==> config.mk <==
export PLATFORM = sky130hd
export DESIGN_NAME = universal_shift_register
export DESIGN_NICKNAME = d
export VERILOG_FILES = /design/src/rtl/universal_shift_register.sv
export SDC_FILE = /design/constraint.sdc
export NUM_CORES = 1
export LEC_CHECK = 0
export ABC_AREA = 1
export ABC_CLOCK_PERIOD_IN_PS = 850
export CAP_MARGIN = 30
export CORE_AREA = 4 4 41 43
export CTS_BUF_LIST = sky130_fd_sc_hd__clkbuf_16
export CTS_CLUSTER_SIZE = 30
export DETAILED_ROUTE_END_ITERATION = 8
export DIE_AREA = 0 0 45 47
export DONT_BUFFER_PORTS = 1
export PLACE_DENSITY = 0.4
export SYNTH_ARGS = -nofsm -noshare
export SYNTH_HDL_FRONTEND = slang
export SYNTH_SLANG_ARGS = --single-unit
==> constraint.sdc <==
create_clock -name clk -period 0.85 [get_ports clk]
set_input_delay 0.17 -clock clk [delete_from_list [all_inputs] [get_ports clk]]
set_output_delay 0.17 -clock clk [all_outputs]
set_load 0.01 [all_outputs]
==> src/rtl/universal_shift_register.sv <==
// Universal shift register: hold, shift right, shift left or parallel load,
// selected per clock by a 2-bit mode code. Shifts are zero-filling and do not rotate.
module universal_shift_register #(
  parameter int WIDTH = 4
) (
  input  logic             clk,
  input  logic             clr,
  input  logic [WIDTH-1:0] parin,
  input  logic [0:1]       sel,
  output logic [WIDTH-1:0] out
);

  // Mode codes by numeric value of sel (sel[0] is the MSB of the code).
  localparam logic [1:0] MODE_HOLD  = 2'b00;
  localparam logic [1:0] MODE_SHR   = 2'b01;
  localparam logic [1:0] MODE_SHL   = 2'b10;
  localparam logic [1:0] MODE_LOAD  = 2'b11;

  logic [1:0]       mode;
  logic [WIDTH-1:0] next_val;

  assign mode = sel;

  // Next-value selection; anything that is not a recognised code (X/Z in simulation) holds.
  always_comb begin
    next_val = out;
    case (mode)
      MODE_HOLD: next_val = out;
      MODE_SHR:  next_val = {1'b0, out[WIDTH-1:1]};
      MODE_SHL:  next_val = {out[WIDTH-2:0], 1'b0};
      MODE_LOAD: next_val = parin;
      default:   next_val = out;
    endcase
  end

  // Register with asynchronous clear taking priority over every mode.
  always_ff @(posedge clk or posedge clr) begin
    if (clr) begin
      out <= '0;
    end else begin
      out <= next_val;
    end
  end

endmodule

==> Yosys cells after proc, flatten, opt, wreduce, memory -nomap -nowiden <==
Cells that the tools add are included.
{ "classes": {"eq_ne": 3, "mux": 1, "reduce_logical": 1} }
{ "op_table": {"columns": ["cell", "n"], "rows": [
  ["4-bit case mux with 3 select lines", 1],
  ["2-bit equality test (second input constant)", 2],
  ["2-bit by 1-bit equality test with 1-bit output (second input constant)", 1],
  ["2-bit logical NOT", 1]
]} }
{ "word_totals": {"regBits": 4, "input_bits": 8, "out_inout_bits": 4, "word_cells": 6} }

==> Depth between registers and ports, before layout <==
{ "logic_depth": {"depth_word": 2, "mapped_depth": 6, "depth_no_buf": 5} }

==> Least setup slack after synthesis <==
OpenSTA, ideal clock, no wires.
{ "synth_path": {"path_type": "reg-to-reg", "from": "reg out[1]", "to": "reg out[2]", "setup_ns": 0.116, "arrival_ns": 0.649, "required_time_ns": 0.734, "setup_slack_ns": 0.085, "path_stages_with_launch": 5, "path_buffers": 0, "period_less_slack_ns": 0.765, "cell_sequence": "dfrtp_1 nand3_1 nand3_1 nand2_1 nand2_1"} }
{ "synth_via": {"elab_chain_len": 1} }
{ "synth_rtl": {"columns": ["element", "line", "rtl"], "rows": [
  ["from (decl)", "10", "output logic [WIDTH-1:0] out"],
  ["from (signal assigned)", "41", "out <= next_val;"],
  ["4-bit case mux with 3 select lines", "27", "case (mode)"]
]} }
No other way between the ends.
A chain may end at the register's enable or synchronous reset.

==> Final worst setup path <==
{ "layout_path": {"from": "reg out[2]", "to": "out out[2]"} }
No word-level cell between the ends.

==> results.md <==
* # DRC at 0
* Placed cell count at 50
* Worst skew pair latency at 220 ps
* Yosys top cell by area: dfrtp_1
* # setup viols final at 6
* RSZ-0062 raised after global routing: true
* Post-Syn Area at 229 sq um
* Clk pwr share at 63.3%
* Max VDD drop at 1290 uV
* Critical Path RT at 680 ps
* Slew headroom at 85.9%
* Cell leakage power at 0.213 nW
* DIE AREA at 2120 sq um
* Root buf cell: clkbuf_16
* Final period util at 107%
* First DRT Iteration DRCs at 5
* Largest Register: out
* Proportion of layout cells with a drive suffix above 1 at 41.9%
* Antenna cell count at 0
* Crit path max fanout at 2
* WL/cell at 11.3 um
* # nets final at 53
* Flops & latches, synth at 4
* 1st-pass router iterations at 4
* Sequential fraction of the synthesis area at 43.7%
* Final non-filler cell total at 58
* Site Rows at 13
* Violated checks: setup timing
* Global-route wire length before repair at 986 um
* Syn Nets at 40
* Final-report hold violation count at 0
* Global placement routability congestion at 0.634
* DR vias at 253
* Power, Total at 0.00114 W
* Avg Inst Size Synth at 7.16 sq um
* Crit Path Class: reg2out
* Max FFs per register at 4
* Crit-path max cell delay at 390 ps
* Flop2flop setup slack at -20 ps
* Top cell type's share of synthesized area at 43.7%
* Total routed wirelength at 654 um
* Synth top cells by count: nand2_1, nand3_1, dfrtp_1
* Worst-path cell chain: buf_6
* Regs by FF count: out x4
* Core area at 1300 sq um
* Clk_skew at 1.12 ps
* Top cells by area, synth: dfrtp_1, nand3_1, nand2_1, buf_6, o21ai_1
* CP Capture Type: output pin
* Clock sink count at 4
* Max clock buf depth at 2
* Pwr dens at 2690 nW/um^2
* Die Ht at 47 um
* Final Util at 32.6%
* Status: finished with violations
* Vias per inst at 4.36
* Final Max Tran Viols at 0
* Grt ovf at 0
* DRT antenna net count at 0
* WP data arrival at 740 ps
* FILL cells at 152
* Cell variety after synth at 9
* Vias in the first global route at 248
* Number of synthesis warnings at 0
* Setup TNS at -239 ps
* CTS Buf Count at 3
* Clock transition at path regs at 30 ps
* Max_cap viols at 0
* DP Worst Slack at 72.1 ps
* IO buf count at 0
* Int Power at 0.000923 W
* All-layer global routing usage at 7.28%
* Die W at 45 um
* Synth async-reset ratio at 100%
* Largest net degree at the start of global routing at 10
* Htree depth at 1
* Antenna violations before repair at 0
* Main synth FF type: dfrtp_1
* CP Launch Type: flop
* Fmax at 1.09 GHz
* Initial core utilization at 17.6%
* Sw frac at 19.1%
* Layout area overhead at 85.2%
* Buf+Inv Stages, Crit Path at 1
* Seq pwr share at 20.5%
* Io pins at 12
* Post-synth EDFFs at 0
* Post-layout min period at 914 ps
* Min-Delay Path Class: in2reg
* Post-synthesis cell count at 32
* TritonCTS clock tree: built
* Most common cell in the netlist: nand2_1
* Final HPWL DP at 463 um
* Final WS setup at -63.5 ps
* Psw at 0.000218 W
* Critical Path Slowest Stage Cell: dfrtp_1
* Least-Margin Pin Slew at 212 ps
* Critical path's top delay family: flip-flops
* Combinational Power Share at 16.2%
kinds of logic after synthesis:
family | share of synthesized area (%)
AO/OA/AOI/OAI | 4.37
buffers and inverters | 11.5
flip-flops | 43.7
AND/OR/NAND/NOR | 40.4
timing repair:
action / in CTS / in global routing
setup endpoints to repair: 4 / 8
pin swaps: 0 / 4
gates cloned: 0 / 0
resized for setup: 4 / 7
hold buffers: 1 / 0
buffers inserted: 4 / 0
hold endpoints to repair: 4 / 0
metal layers:
metal	GRT usage, %	part of all wire, %	vias to the layer above
met5	0	0	-
met4	8.77	3.2	0
met3	3.45	7.3	3
met2	11.6	55	7
met1	6.18	34	119
li1	-	-	124
power groups by stage:
stage | logic, W | registers [W] | clock network [W]
6_report | 0.000185 | 0.000234 | 0.000723
5_1_grt | 0.000202 | 0.000236 | 0.000759
4_1_cts | 0.000165 | 0.000230 | 0.000736
3_5_place_dp | 0.000104 | 0.000239 | 0
3_3_place_gp | 0.000105 | 0.000241 | 0
2_1_floorplan | 0.0000548 | 0.000246 | 0
worst paths after layout:
| path | depth (start not counted) | endpoint | startpoint |
|---|---|---|---|
| setup / recovery | 1 | out[2] | out[2] |
| hold / removal | 2 | out[0] | sel[1] |
| setup reg to reg | 5 | out[2] | out[1] |
| hold reg to reg | 3 | out[3] | out[3] |
| max in group asynchronous | 2 | out[3] | clr |
| min in group asynchronous | 2 | out[2] | clr |
cell usage in the layout (no fill, tap or decap):
| master | Yosys | final |
|---|---|---|
| nand3_1 | 9 | 7 |
| nand3_2 | 0 | 2 |
| nand2_2 | 0 | 1 |
| nand2_1 | 10 | 9 |
| buf_6 | 1 | 7 |
| inv_1 | 2 | 2 |
| o21ai_2 | 0 | 1 |
| nor2_1 | 1 | 1 |
| clkbuf_16 | 0 | 3 |
| dfrtp_1 | 4 | 4 |
| nor2_2 | 1 | 1 |
| inv_2 | 2 | 2 |
| o21ai_1 | 2 | 1 |
| dlygate4sd3_1 | 0 | 1 |
| buf_4 | 0 | 1 |
per-stage QoR:
step	hold slack (ps)	area (sq um)
final	104	424
after floorplan	-63.9	229
after detailed placement	-41.4	267
after CTS	117	397
after global routing	114	424
after global placement	-45.2	267
layout make-up:
class	count	area (sq um)	share of cell area, %
flip-flops and latches	4	100	23.6
multi-input cells	23	119	28.0
well taps	15	18.8	4.42
repair buffers	9	96.3	22.7
clock buffers	3	75.1	17.7
inverters	4	15.0	3.54
(Power assumes the default switching activity.)
